`config.mk`:
```
export PLATFORM = sky130hd
export DESIGN_NAME = fifo_sync_param_flat
export DESIGN_NICKNAME = d
export VERILOG_FILES = /design/src/rtl/fifo_pkg.sv /design/src/rtl/fifo_sync_param_if.sv /design/src/rtl/fifo_sync_ram.sv /design/src/rtl/fifo_sync_param.sv /design/src/flat_wrapper.sv
export SDC_FILE = /design/constraint.sdc
export NUM_CORES = 1
export LEC_CHECK = 0
export CORE_UTILIZATION = 45
export DETAILED_ROUTE_END_ITERATION = 8
export PLACE_DENSITY = 0.68
export SLEW_MARGIN = 5
export SYNTH_ARGS = -nofsm -noshare
export SYNTH_HDL_FRONTEND = slang
export SYNTH_SLANG_ARGS = --single-unit
```
`constraint.sdc`:
```
create_clock -name clk -period 2.65 [get_ports clk]
set_input_delay 0.3975 -clock clk [delete_from_list [all_inputs] [get_ports clk]]
set_output_delay 0.3975 -clock clk [all_outputs]
set_load 0.05 [all_outputs]
```
`src/rtl/fifo_pkg.sv`:
```
// Shared FIFO definitions: read-mode selectors and a ceil-log2 helper for
// instantiators sizing ADDR_W from a required depth.
package fifo_pkg;

  localparam int unsigned MODE_STD  = 0;
  localparam int unsigned MODE_FWFT = 1;

  function automatic int unsigned clog2(input int unsigned value);
    int unsigned r;
    r = 0;
    if (value > 1) begin
      for (int unsigned v = value - 1; v > 0; v = v >> 1) r++;
    end
    return r;
  endfunction

endpackage

```
`src/rtl/fifo_sync_param_if.sv`:
```
// Streaming FIFO port bundle: master drives requests/data, slave is the FIFO.
interface fifo_sync_param_if
  import fifo_pkg::*;
#(
  parameter int unsigned DATA_W = 16,
  parameter int unsigned ADDR_W = 3
);
  logic              we;
  logic              re;
  logic [DATA_W-1:0] din;
  logic [DATA_W-1:0] dout;
  logic              valid;
  logic [ADDR_W:0]   count;
  logic              almost_full;
  logic              full;
  logic              almost_empty;
  logic              empty;
  logic              over;
  logic              under;

  modport master (
    output we, re, din,
    input  dout, valid, count, almost_full, full, almost_empty, empty, over, under
  );

  modport slave (
    input  we, re, din,
    output dout, valid, count, almost_full, full, almost_empty, empty, over, under
  );
endinterface

```
`src/rtl/fifo_sync_ram.sv`:
```
// Simple dual-port RAM: synchronous write, registered read with enable.
// The array is never reset; only the read register clears.
module fifo_sync_ram
  import fifo_pkg::*;
#(
  parameter int unsigned DATA_W = 16,
  parameter int unsigned ADDR_W = 3
) (
  input  logic              clk,
  input  logic              rst_n,
  input  logic              we,
  input  logic [ADDR_W-1:0] waddr,
  input  logic [DATA_W-1:0] wdata,
  input  logic              re,
  input  logic [ADDR_W-1:0] raddr,
  output logic [DATA_W-1:0] rdata
);
  logic [DATA_W-1:0] mem [2**ADDR_W];

  always_ff @(posedge clk) begin
    if (we) mem[waddr] <= wdata;
  end

  always_ff @(posedge clk) begin
    if (!rst_n)  rdata <= '0;
    else if (re) rdata <= mem[raddr];
  end
endmodule

```
`src/rtl/fifo_sync_param.sv`:
```
// Parametrised single-clock FIFO with standard (registered) or FWFT read,
// fill level, programmable almost flags and over/under error pulses.
module fifo_sync_param
  import fifo_pkg::*;
#(
  parameter int unsigned DATA_W   = 16,
  parameter int unsigned ADDR_W   = 3,
  parameter int unsigned AF_LEVEL = (2**ADDR_W) - 1,
  parameter int unsigned AE_LEVEL = 1,
  parameter int unsigned MODE     = MODE_STD
) (
  input logic              clk,
  input logic              rst_n,
  fifo_sync_param_if.slave bus
);
  localparam logic [ADDR_W:0] DEPTH_C = (ADDR_W+1)'(2**ADDR_W);
  localparam logic [ADDR_W:0] AF_C    = (ADDR_W+1)'(AF_LEVEL);
  localparam logic [ADDR_W:0] AE_C    = (ADDR_W+1)'(AE_LEVEL);
  localparam logic            FWFT    = (MODE == MODE_FWFT);

  logic [ADDR_W:0]   wr_ptr, rd_ptr, count_q, count_next;
  logic              empty_q, full_q, af_q, ae_q, valid_q, over_q, under_q;
  logic              ra, wa, fetch, ram_re, valid_next;
  logic [DATA_W-1:0] rdata;

  assign ra = bus.re & ~empty_q;
  assign wa = bus.we & (~full_q | ra);

  // FWFT keeps the head word in the RAM read register; the RAM is read ahead
  // whenever it holds unfetched words and the head slot is free or being consumed.
  assign fetch  = (wr_ptr != rd_ptr) & (~valid_q | ra);
  assign ram_re = rst_n & (FWFT ? fetch : ra);

  always_comb begin
    count_next = count_q;
    case ({wa, ra})
      2'b10:   count_next = count_q + 1'b1;
      2'b01:   count_next = count_q - 1'b1;
      default: count_next = count_q;
    endcase
    valid_next = FWFT ? (fetch | (valid_q & ~ra)) : ra;
  end

  always_ff @(posedge clk) begin
    if (!rst_n) begin
      wr_ptr  <= '0;
      rd_ptr  <= '0;
      count_q <= '0;
      empty_q <= 1'b1;
      full_q  <= 1'b0;
      af_q    <= 1'b0;
      ae_q    <= 1'b1;
      valid_q <= 1'b0;
      over_q  <= 1'b0;
      under_q <= 1'b0;
    end else begin
      if (wa)     wr_ptr <= wr_ptr + 1'b1;
      if (ram_re) rd_ptr <= rd_ptr + 1'b1;
      count_q <= count_next;
      empty_q <= FWFT ? ~valid_next : (count_next == '0);
      full_q  <= (count_next == DEPTH_C);
      af_q    <= (count_next >= AF_C);
      ae_q    <= (count_next <= AE_C);
      valid_q <= valid_next;
      over_q  <= bus.we & ~wa;
      under_q <= bus.re & ~ra;
    end
  end

  fifo_sync_ram #(
    .DATA_W (DATA_W),
    .ADDR_W (ADDR_W)
  ) u_ram (
    .clk   (clk),
    .rst_n (rst_n),
    .we    (wa & rst_n),
    .waddr (wr_ptr[ADDR_W-1:0]),
    .wdata (bus.din),
    .re    (ram_re),
    .raddr (rd_ptr[ADDR_W-1:0]),
    .rdata (rdata)
  );

  assign bus.dout         = rdata;
  assign bus.valid        = valid_q;
  assign bus.count        = count_q;
  assign bus.empty        = empty_q;
  assign bus.full         = full_q;
  assign bus.almost_full  = af_q;
  assign bus.almost_empty = ae_q;
  assign bus.over         = over_q;
  assign bus.under        = under_q;
endmodule
```
`src/flat_wrapper.sv`:
```
// flat-port wrapper written by rule: the top's interface ports become plain ports
module fifo_sync_param_flat import fifo_pkg::*;
#(
  parameter int unsigned DATA_W   = 16,
  parameter int unsigned ADDR_W   = 3,
  parameter int unsigned AF_LEVEL = (2**ADDR_W) - 1,
  parameter int unsigned AE_LEVEL = 1,
  parameter int unsigned MODE     = MODE_STD
)
  (clk, rst_n, bus_we, bus_re, bus_din, bus_dout, bus_valid, bus_count, bus_almost_full, bus_full, bus_almost_empty, bus_empty, bus_over, bus_under);
  fifo_sync_param_if #(.DATA_W(DATA_W), .ADDR_W(ADDR_W)) bus_i ();
  input logic clk;
  input logic rst_n;
  input wire logic [$bits(bus_i.we)-1:0] bus_we;
  input wire logic [$bits(bus_i.re)-1:0] bus_re;
  input wire logic [$bits(bus_i.din)-1:0] bus_din;
  output wire logic [$bits(bus_i.dout)-1:0] bus_dout;
  output wire logic [$bits(bus_i.valid)-1:0] bus_valid;
  output wire logic [$bits(bus_i.count)-1:0] bus_count;
  output wire logic [$bits(bus_i.almost_full)-1:0] bus_almost_full;
  output wire logic [$bits(bus_i.full)-1:0] bus_full;
  output wire logic [$bits(bus_i.almost_empty)-1:0] bus_almost_empty;
  output wire logic [$bits(bus_i.empty)-1:0] bus_empty;
  output wire logic [$bits(bus_i.over)-1:0] bus_over;
  output wire logic [$bits(bus_i.under)-1:0] bus_under;
  assign bus_i.we = bus_we;
  assign bus_i.re = bus_re;
  assign bus_i.din = bus_din;
  assign bus_dout = bus_i.dout;
  assign bus_valid = bus_i.valid;
  assign bus_count = bus_i.count;
  assign bus_almost_full = bus_i.almost_full;
  assign bus_full = bus_i.full;
  assign bus_almost_empty = bus_i.almost_empty;
  assign bus_empty = bus_i.empty;
  assign bus_over = bus_i.over;
  assign bus_under = bus_i.under;
  fifo_sync_param #(.DATA_W(DATA_W), .ADDR_W(ADDR_W), .AF_LEVEL(AF_LEVEL), .AE_LEVEL(AE_LEVEL), .MODE(MODE)) u_core (.clk(clk), .rst_n(rst_n), .bus(bus_i));
endmodule
```
Yosys cells after proc, flatten, opt, wreduce, memory -nomap -nowiden
Memory sizes are Yosys's and may differ from the RTL's. A register that Yosys moved wholly into a read port is not among the register bits.
Cells that the tools add are included.
W data, S select, Z words.
{"block": "totals", "regBits": 19, "latch_bits": 0, "ram_bits": 128, "elab_cells": 36, "n_memories": 1, "out_inout_bits": 27, "romBits": 0}
{"block": "op_classes", "mux": 3, "n_reduce_logical": 2, "shifts": 0, "n_lt_le_gt_ge": 2, "bitwise": 11, "div": 0, "n_mul": 0, "add_sub_neg": 4, "n_eq_ne": 3}
{"name": "u_core.u_ram.mem", "depth": 8, "width": 16, "rd": 1, "rd_clocked_by_memory_dff": 1, "write_ports": 1, "line": "fifo_sync_ram.sv:18", "source": "logic [DATA_W-1:0] mem [2**ADDR_W];"}
{"operator": "$add A4 B1 Y4 const B", "count": 3}
{"operator": "$pmux W4 S2", "count": 1}
{"operator": "$and A1 B1 Y1", "count": 6}
{"operator": "$eq A4 B4 Y1 const B", "count": 1}
{"operator": "$ge A4 B3 Y1 const B", "count": 1}
{"operator": "$le A4 B1 Y1 const B", "count": 1}
{"operator": "$logic_not A4 Y1", "count": 1}
{"operator": "$not A1 Y1", "count": 4}
{"operator": "$sub A4 B1 Y4 const B", "count": 1}
{"operator": "$eq A2 B1 Y1 const B", "count": 1}
{"operator": "$eq A2 B2 Y1 const B", "count": 1}
{"operator": "$mux W1", "count": 2}
{"operator": "$logic_not A1 Y1", "count": 1}
{"operator": "$or A1 B1 Y1", "count": 1}

Depth between registers and ports, before layout
Gate-level depths: netlist of run 1.
{"block": "logic_depth", "depth_word": 7, "ltp_mapped": 11, "mapped_depth_nobuf": 11}

Hierarchy
From an unflattened synthesis of run 1, not the netlist that was laid out.
{"block": "hier_totals", "cells_unflattened": 391, "area_unflattened_um2": 6318.6}
{"module": "fifo_sync_ram", "seq_area_each_um2": 4164.0, "cells_each": 306, "area_per_inst_um2": 5511.5, "instances": 1}
{"module": "fifo_sync_param", "seq_area_each_um2": 340.3, "cells_each": 85, "area_per_inst_um2": 807.0, "instances": 1}

Worst setup path before layout of run 1
No wires, ideal clock.
{"block": "synth_timing", "kind": "reg-to-reg", "startpoint": "register u_core.empty_q (netlist: u_core.bus.empty)", "endpoint": "register u_core.full_q (netlist: u_core.bus.full)", "slack_ns": -0.137, "stages_incl_launch_ff": 12, "t_arrival_ns": 2.673, "required_time_ns": 2.536, "setup_ns": 0.114, "path_cell_list": "dfxtp_1 nand2b_1 clkinv_1 clkbuf_1 ha_1 xor2_1 ha_1 a21oi_1 xnor3_1 nor2_1 a31oi_1 and2b_1"}
{"block": "synth_via", "elab_chain_cells": 7, "word_cells_on_any_way": 8, "cone_classes": "eq/ne (3); mux (1); bitwise (4)"}
{"element": "start, declared", "line": "fifo_sync_param.sv:22", "source": "logic empty_q, full_q, af_q, ae_q, valid_q, over_q, under_q;"}
{"element": "start signal, assigned", "line": "fifo_sync_param.sv:60", "source": "empty_q <= FWFT ? ~valid_next : (count_next == '0);"}
{"element": "$not A1 Y1 *", "line": "fifo_sync_param.sv:26", "source": "assign ra = bus.re & ~empty_q;"}
{"element": "$and A1 B1 Y1 *", "line": "fifo_sync_param.sv:26"}
{"element": "named net u_core.ra", "line": "fifo_sync_param.sv:23", "source": "logic ra, wa, fetch, ram_re, valid_next;"}
{"element": "$or A1 B1 Y1", "line": "fifo_sync_param.sv:27", "source": "assign wa = bus.we & (~full_q | ra);"}
{"element": "$and A1 B1 Y1", "line": "fifo_sync_param.sv:27"}
{"element": "$eq A2 B1 Y1 / $eq A2 B2 Y1 (equally long branches)", "line": "fifo_sync_param.sv:36", "source": "case ({wa, ra})"}
{"element": "$pmux W4 S2 *", "line": "fifo_sync_param.sv:36"}
{"element": "$eq A4 B4 Y1 *", "line": "fifo_sync_param.sv:61", "source": "full_q <= (count_next == DEPTH_C);"}
{"element": "end signal, assigned", "line": "fifo_sync_param.sv:61"}
{"element": "end, declared", "line": "fifo_sync_param.sv:22"}
The timed path passes the listed nets; every way through them passes the cells marked *.
A chain may end at the register's enable or synchronous reset.

Final worst setup path of run 1
{"block": "layout_timing", "startpoint": "input bus_re", "endpoint": "register u_core.full_q (netlist: u_core.bus.full)"}
{"block": "layout_via", "elab_chain_cells": 6, "word_cells_on_any_way": 7, "cone_classes": "eq/ne (3); mux (1); bitwise (3)"}
{"element": "start, declared", "line": "flat_wrapper.sv:15", "source": "input wire logic [$bits(bus_i.re)-1:0] bus_re;"}
{"element": "$and A1 B1 Y1 *", "line": "fifo_sync_param.sv:26"}
{"element": "$or A1 B1 Y1", "line": "fifo_sync_param.sv:27"}
{"element": "$and A1 B1 Y1", "line": "fifo_sync_param.sv:27"}
{"element": "$eq A2 B1 Y1 / $eq A2 B2 Y1 (equally long branches)", "line": "fifo_sync_param.sv:36"}
{"element": "$pmux W4 S2 *", "line": "fifo_sync_param.sv:36"}
{"element": "$eq A4 B4 Y1 *", "line": "fifo_sync_param.sv:61"}
Every way passes the cells marked *; elsewhere a longest branch is shown, timed or not.

==> implementation parameters, run 1 <==
Parameter                              Value

Outcome
  Status ... complete, no violations

Global routing
  First-pass GRT wire length ... approximately 18000 um
  GRT overflow ... 0
  Overall track demand over capacity in global routing ... between 10% and 20%
  Pin count of the biggest net entering global routing ... 35
  Via count of the first global-routing pass ... between 3k and 4k
  Number of antenna violations at the first check in global routing ... 0

Power
  Total leakage power ... 2.47 nW
  Combinational share of power ... 21.1%
  Sequential group share of total power ... about 45%
  Largest vdd supply drop ... about 0.5 mV
  Switching share of total power ... 27.3%
  Total power per unit cell area ... around 900 mW/mm2
  Net switching power ... between 0.0015 and 0.002 W
  Proportion of power drawn by the clock network ... 34.0%
  Internal power ... about 0.0048 W

Placed design
  Weighted congestion at the end of routability-driven global placement ... around 0.75
  DP Worst Slack ... -0.102 ns
  Half-perimeter wire length after detailed placement ... 6660 um
  Cell Area, Placed ... 0.00697 mm2
  Total of buffers placed on input and output ports ... 46

Final layout
  Area of all placed cells without fillers ... 0.00752 mm2
  Layout area overhead ... 21.7%
  Number of antenna repair diodes ... 0
  Final net count ... ~440
  Ratio of cells with drive above 1 in the final layout ... approximately 22%

Setup path
  Required time reported for the critical path endpoint ... roughly 3.0 ns
  Kind of critical path ... input port to flip-flop
  Element type at the critical path start ... input port
  Top fanout value on the critical path ... 3
  Sort of element at the end of the critical path ... flip-flop
  Worst EP arrival ... about 2.7 ns

CTS
  Post-CTS Setup Repair Bufs ... 0
  Clock-pin slew of the registers on the worst-case setup and hold paths ... around 0.060 ns
  Buffer type at the clock tree root ... sky130_fd_sc_hd__clkbuf_16
  Number of buffers inserted by hold repair at cts ... 0
  Clock tree from TritonCTS ... yes
  PostCTS Resize Cnt ... 0
  Maximum buffer depth of the clock tree ... 2
  Number of levels in the clock H-tree ... 4
  Number of CTS-inserted buffers ... 17
  Sink Count ... 161
  Latest clock arrival within the worst-skew pair ... 0.42 ns

Timing
  Final setup violation count ... 0
  Slew margin rel. ... 55.1%
  Setup slack after layout ... 0.302 ns
  Layout Skew ... 0.00666 ns
  Part of the cycle the worst path needs ... between 80% and 90%
  TNS Setup ... 0 ns
  Clock period minus worst slack ... between 2 and 2.5 ns
  Fin. Hold Viols ... 0
  Final Max Slew Viols ... 0
  Top achievable clock speed ... about 430 MHz
  Setup repair after global routing missed its margin ... false
  Slew of the pin with the lowest slew margin ... 0.672 ns

Detailed routing
  Number of search-and-repair iterations in the first detailed-routing pass ... 4
  Average routed wire per standard cell ... ~19 um
  Number of vias in the routed layout ... ~3.2k
  Final WL ... approximately 11000 um
  # DRC ... 0
  Routed via count divided by cell count ... approximately 5.3
  Residual antenna-violating net count after detailed routing ... 0
  Number of violations reported at the end of detailed-routing iteration 0 ... approximately 210

Floorplanning
  Area of the die ... ~0.014 mm2
  Die H ... ~120 um
  Total number of placement rows ... 42
  Core region area ... 0.0133 mm2
  Die span in x ... ~120 um
  Effective utilization at floorplan ... around 46%
  I/O pin count ... 47

Synth
  Share of Yosys cell area claimed by the top area cell type ... between 60% and 70%
  Net count of the mapped netlist ... about 360
  Netlist cell types ... 37
  Library cell with the largest summed area after synthesis ... sky130_fd_sc_hd__edfxtp_1
  Main area contributors after synthesis ... sky130_fd_sc_hd__edfxtp_1 62%, sky130_fd_sc_hd__mux4_2 12%, sky130_fd_sc_hd__dfxtp_1 11%
  Count of mapped cells out of synthesis ... around 340
  Average cell area after synthesis ... 18.3 um2
  Cell area after synthesis ... 0.00618 mm2
  Portion of the post-synthesis area used by sequential elements ... between 70% and 80%
  Yosys warning count ... 0
  Flip-flop and latch count after synthesis ... around 160

Job
  Maximum capacitance violations ... 0

Hold path
  Worst Hold Class ... flip-flop to flip-flop
## cell usage after synthesis (all sizes together)
| library cell | instances |
|---|---|
| ha | 5 |
| edfxtp | 128 |
| a221o | 1 |
| nor4 | 1 |
| xor2 | 1 |
| dfxtp | 33 |
| a211o | 1 |
| nor3b | 1 |
| nor2b | 2 |
| mux4 | 32 |
| clkbuf | 7 |
| o21ai | 19 |
| nor3 | 3 |
| nor2 | 10 |
| nand4 | 1 |
| nand2 | 13 |
| nand3 | 3 |
| and2b | 1 |
| and3 | 2 |
| xnor3 | 1 |
| a31oi | 1 |
| clkinv | 1 |
| buf | 13 |
| nand2b | 4 |
| and2 | 6 |
| a21boi | 2 |
| a21oi | 20 |
| mux2i | 18 |
| xnor2 | 7 |
| inv | 1 |
## final cells by class
class	count	area [um2]
inverter	2	7.51
fill	1013	5780
tap	176	220
timing repair buffer	74	683
sequential	161	4510
clock buffer	23	468
clock inverter	8	80.1
multi-input combinational	155	1550
## through the flow
step / hold WS (ns) / total power, W / utilization (%) / std cells
CTS: 0.441 / 0.00672 / 56.5 / 599
floorplan: 0.496 / 0.00404 / - / 338
detailed placement: 0.425 / 0.00446 / 52.4 / 568
global route: 0.445 / 0.00691 / 56.5 / 599
global placement: 0.429 / 0.00444 / 52.4 / 568
finish: 0.436 / 0.00665 / 56.5 / 599
## cells by family (layout without fill, tap and decap cells)
logic type | after synthesis | in the layout | share of synthesized area, %
flip-flops | 161 | 161 | 72.9
multiplexers | 50 | 50 | 14.6
AND/OR/NAND/NOR | 47 | 47 | 3.91
AO/OA/AOI/OAI | 44 | 44 | 3.87
buffers and inverters | 22 | 107 | 2.15
XOR/XNOR | 9 | 9 | 1.50
adder cells (fa/ha/maj) | 5 | 5 | 1.01
## metal layers
metal / track usage, % / up-vias / wire, um
li1: - / 1479 / -
met1: 23.0 / 1620 / 4960
met2: 27.1 / 89 / 5550
met3: 5.12 / 11 / 632
met4: 7.59 / 0 / 112
met5: 0 / - / 0
## final timing paths
path | startpoint | end | slack, ns | cells past startpoint
worst min register to register | u_core.bus.empty$_SDFF_PN1_ | u_core.bus.valid$_SDFF_PN0_ | 0.44 | 1
worst max register to register | u_core.bus.empty$_SDFF_PN1_ | u_core.bus.full$_SDFF_PN0_ | 0.38 | 11
worst min-delay path | u_core.bus.empty$_SDFF_PN1_ | u_core.bus.valid$_SDFF_PN0_ | 0.44 | 1
worst max-delay path | bus_re | u_core.bus.full$_SDFF_PN0_ | 0.30 | 12
## state kept, by name, indices dropped and copies added (netlist names)
signal and count:
u_core.bus.almost_empty 1, u_core.bus.count 4, u_core.rd_ptr 3, u_core.bus.full 1, u_core.u_ram.mem 128, u_core.bus.under 1, u_core.u_ram.rdata 16, u_core.bus.valid 1
u_core.wr_ptr 3, u_core.bus.over 1, u_core.bus.empty 1, u_core.bus.almost_full 1
## worst max-delay path, cell delays in order
cell and delay, ns:
sky130_fd_sc_hd__clkdlybuf4s50_1 0.50, sky130_fd_sc_hd__nand2b_1 0.11, sky130_fd_sc_hd__nand2_1 0.11, sky130_fd_sc_hd__nand2_1 0.07, sky130_fd_sc_hd__ha_1 0.23, sky130_fd_sc_hd__xor2_1 0.17
sky130_fd_sc_hd__ha_1 0.19, sky130_fd_sc_hd__a21oi_1 0.20, sky130_fd_sc_hd__xnor3_1 0.27, sky130_fd_sc_hd__nor2_1 0.14, sky130_fd_sc_hd__a31oi_1 0.12, sky130_fd_sc_hd__and2b_1 0.22
## power by group through the flow
stage,clock (W),combinational [W],sequential (W)
after CTS,0.00231,0.00143,0.00299
after detailed placement,0,0.00142,0.00304
after floorplan,0,0.000703,0.00333
after global placement,0,0.00140,0.00303
final,0.00226,0.00140,0.00298
after global routing,0.00240,0.00151,0.00300
## layout by cell type (no fill, tap or decap), types with 2 or more instances in the layout
cell type	count
sky130_fd_sc_hd__edfxtp_1	128
sky130_fd_sc_hd__clkdlybuf4s50_1	46
sky130_fd_sc_hd__mux4_2	32
sky130_fd_sc_hd__dfxtp_1	31
sky130_fd_sc_hd__buf_4	27
sky130_fd_sc_hd__a21oi_1	19
sky130_fd_sc_hd__o21ai_0	18
sky130_fd_sc_hd__mux2i_1	17
sky130_fd_sc_hd__clkbuf_16	17
sky130_fd_sc_hd__nand2_1	13
sky130_fd_sc_hd__nor2_1	10
sky130_fd_sc_hd__xnor2_1	7
sky130_fd_sc_hd__and2_1	6
sky130_fd_sc_hd__ha_1	5
sky130_fd_sc_hd__nand2b_1	4
sky130_fd_sc_hd__clkbuf_1	4
sky130_fd_sc_hd__nor3_2	3
sky130_fd_sc_hd__clkinv_1	2
sky130_fd_sc_hd__nor2b_1	2
sky130_fd_sc_hd__a21boi_0	2
sky130_fd_sc_hd__nand3_1	2
sky130_fd_sc_hd__and3_1	2
sky130_fd_sc_hd__clkbuf_8	2
sky130_fd_sc_hd__inv_6	2
sky130_fd_sc_hd__clkinvlp_4	2
sky130_fd_sc_hd__dfxtp_2	2
No activity file was read; power rests on OpenSTA's default activity.
==> inputs of run 2 (changes only) <==
--- a/config.mk
+++ b/config.mk
@@ -6,6 +6,7 @@
 export NUM_CORES = 1
 export LEC_CHECK = 0
 export CORE_UTILIZATION = 45
+export CTS_BUF_LIST = sky130_fd_sc_hd__clkbuf_16
 export DETAILED_ROUTE_END_ITERATION = 8
 export PLACE_DENSITY = 0.68
 export SLEW_MARGIN = 5
==> implementation parameters, run 2 (synthesis gave the netlist of run 1 again) <==
Parameter                              Value

Power
  Proportion of power drawn by the clock network ... between 30% and 40%
  Total power per unit cell area ... 877 mW/mm2
  Sequential group share of total power ... between 40% and 50%
  Combinational share of power ... 21.4%
  Internal power ... roughly 0.0048 W
  Switching share of total power ... ~28%
  Largest vdd supply drop ... about 0.51 mV
  Total leakage power ... around 2.5 nW
  Net switching power ... about 0.0018 W

Global routing
  First-pass GRT wire length ... between 15000 and 20000 um
  Pin count of the biggest net entering global routing ... 35
  Via count of the first global-routing pass ... 3256
  Overall track demand over capacity in global routing ... between 15 and 20%
  GRT overflow ... 0
  Number of antenna violations at the first check in global routing ... 0

Floorplanning
  Core region area ... 0.0133 mm2
  I/O pin count ... 47
  Area of the die ... approximately 0.014 mm2
  Die span in x ... approximately 120 um
  Die H ... 119 um
  Effective utilization at floorplan ... 46.5%
  Total number of placement rows ... 42

Timing
  Setup repair after global routing missed its margin ... false
  Part of the cycle the worst path needs ... 88.8%
  Slew margin rel. ... 55.8%
  Slew of the pin with the lowest slew margin ... about 0.66 ns
  Top achievable clock speed ... about 420 MHz
  Fin. Hold Viols ... 0
  Final setup violation count ... 0
  Final Max Slew Viols ... 0
  Clock period minus worst slack ... 2.35 ns
  Layout Skew ... 0.00661 ns

Final layout
  Layout area overhead ... 21.3%
  Most common library cell in the layout ignoring fill and taps ... sky130_fd_sc_hd__edfxtp_1
  Area of all placed cells without fillers ... between 0.007 and 0.008 mm2
  Max FFs per register ... around 130
  Number of antenna repair diodes ... 0
  Final net count ... around 440
  Largest reg by FF count ... u_core.u_ram.mem
  Final std cells w/o fill ... 599
  Finished Core Util ... about 56%
  Highest-count cells in the layout ignoring fill and taps ... 128 x sky130_fd_sc_hd__edfxtp_1, 46 x sky130_fd_sc_hd__clkdlybuf4s50_1, 32 x sky130_fd_sc_hd__mux4_2
  Ratio of cells with drive above 1 in the final layout ... between 20% and 30%

Detailed routing
  Number of violations reported at the end of detailed-routing iteration 0 ... 234
  Number of search-and-repair iterations in the first detailed-routing pass ... 4
  Routed via count divided by cell count ... roughly 5.4
  Residual antenna-violating net count after detailed routing ... 0
  Number of vias in the routed layout ... roughly 3.2k
  # DRC ... 0
  Average routed wire per standard cell ... around 19 um
  Final WL ... 11300 um

CTS
  Sink Count ... around 160
  Number of CTS-inserted buffers ... 17
  PostCTS Resize Cnt ... 0
  Number of buffers inserted by hold repair at cts ... 0
  Maximum buffer depth of the clock tree ... 2
  Post-CTS Setup Repair Bufs ... 0
  Number of levels in the clock H-tree ... 4
  Clock tree from TritonCTS ... yes
  Clock-pin slew of the registers on the worst-case setup and hold paths ... 0.06 ns
  Latest clock arrival within the worst-skew pair ... 0.41 ns
  Buffer type at the clock tree root ... sky130_fd_sc_hd__clkbuf_16

Placed design
  Half-perimeter wire length after detailed placement ... roughly 6700 um
  Cell count after placement ... 568
  Total of buffers placed on input and output ports ... 46
  Cell Area, Placed ... ~0.007 mm2
  Weighted congestion at the end of routability-driven global placement ... 0.755

Setup path
  Critical path's largest stage delay ... 0.50 ns
  Top cell family by delay on the critical path ... simple AND/OR/NAND/NOR gates
  Number of buffer and inverter stages on the critical path ... 1
  Cell Chain, Critical Path ... clkdlybuf4s50_1, nand2b_1, nand2_1, nand2_1, ha_1, xor2_1, ha_1, a21oi_1, xnor3_1, nor2_1, a31oi_1, and2b_1
  Cell at the slowest stage of the critical path ... sky130_fd_sc_hd__clkdlybuf4s50_1
  Worst EP arrival ... 2.71 ns
  Sort of element at the end of the critical path ... flip-flop
  Required time reported for the critical path endpoint ... ~3 ns
  Element type at the critical path start ... input port
  Kind of critical path ... input port to flip-flop
  Top fanout value on the critical path ... 3

Hold path
  Worst Hold Class ... flip-flop to flip-flop

Job
  Maximum capacitance violations ... 0

Outcome
  Status ... complete, no violations
==> run 2: power groups by stage <==
| stage | Combinational [W] | Sequential, W | Clock, W |
|---|---|---|---|
| floorplan | 0.000703 | 0.00333 | 0 |
| global placement | 0.00140 | 0.00303 | 0 |
| detailed placement | 0.00142 | 0.00304 | 0 |
| CTS | 0.00143 | 0.00299 | 0.00223 |
| global route | 0.00151 | 0.00300 | 0.00232 |
| finish | 0.00140 | 0.00298 | 0.00219 |
==> run 2: worst register-to-register path, delay by kind of cell (launching register included) <==
kind | cells | cell delay [ns]
simple gates | 5 | 0.72
xor+xnor | 2 | 0.44
fa+ha+maj | 2 | 0.42
compound gates | 2 | 0.32
flops | 1 | 0.33
==> run 2: path summary, 6_finish.rpt <==
kind | start | slack [ns] | cells after the start | endpoint
setup reg to reg | u_core.bus.empty$_SDFF_PN1_ | 0.37 | 11 | u_core.bus.full$_SDFF_PN0_
hold / removal | u_core.bus.empty$_SDFF_PN1_ | 0.44 | 1 | u_core.bus.valid$_SDFF_PN0_
setup / recovery | bus_re | 0.30 | 12 | u_core.bus.full$_SDFF_PN0_
hold reg to reg | u_core.bus.empty$_SDFF_PN1_ | 0.44 | 1 | u_core.bus.valid$_SDFF_PN0_
==> run 2: layer usage <==
layer	global-route usage [%]	routed length, um	up-vias
li1	-	-	1476
met4	7.59	160	0
met3	5.12	408	17
met1	23.0	5220	1648
met2	27.2	5480	73
met5	0	0	-
==> run 2: cell type report <==
type | count | area [um2]
fill | 1018 | 5800
sequential | 161 | 4510
multi-input combinational | 155 | 1550
timing repair buffer | 74 | 683
clock buffer | 17 | 425
tap | 176 | 220
clock inverter | 14 | 103
inverter | 2 | 7.51
==> run 2: through the flow <==
step | total power [W] | setup WS, ns | hold slack, ns | setup TNS (ns)
final | 0.00657 | 0.296 | 0.436 | 0
after global routing | 0.00684 | 0.156 | 0.445 | 0
after CTS | 0.00665 | 0.319 | 0.441 | 0
after detailed placement | 0.00446 | -0.102 | 0.425 | -0.225
after global placement | 0.00444 | -0.0202 | 0.429 | -0.0202
after floorplan | 0.00404 | 0.0374 | 0.496 | 0
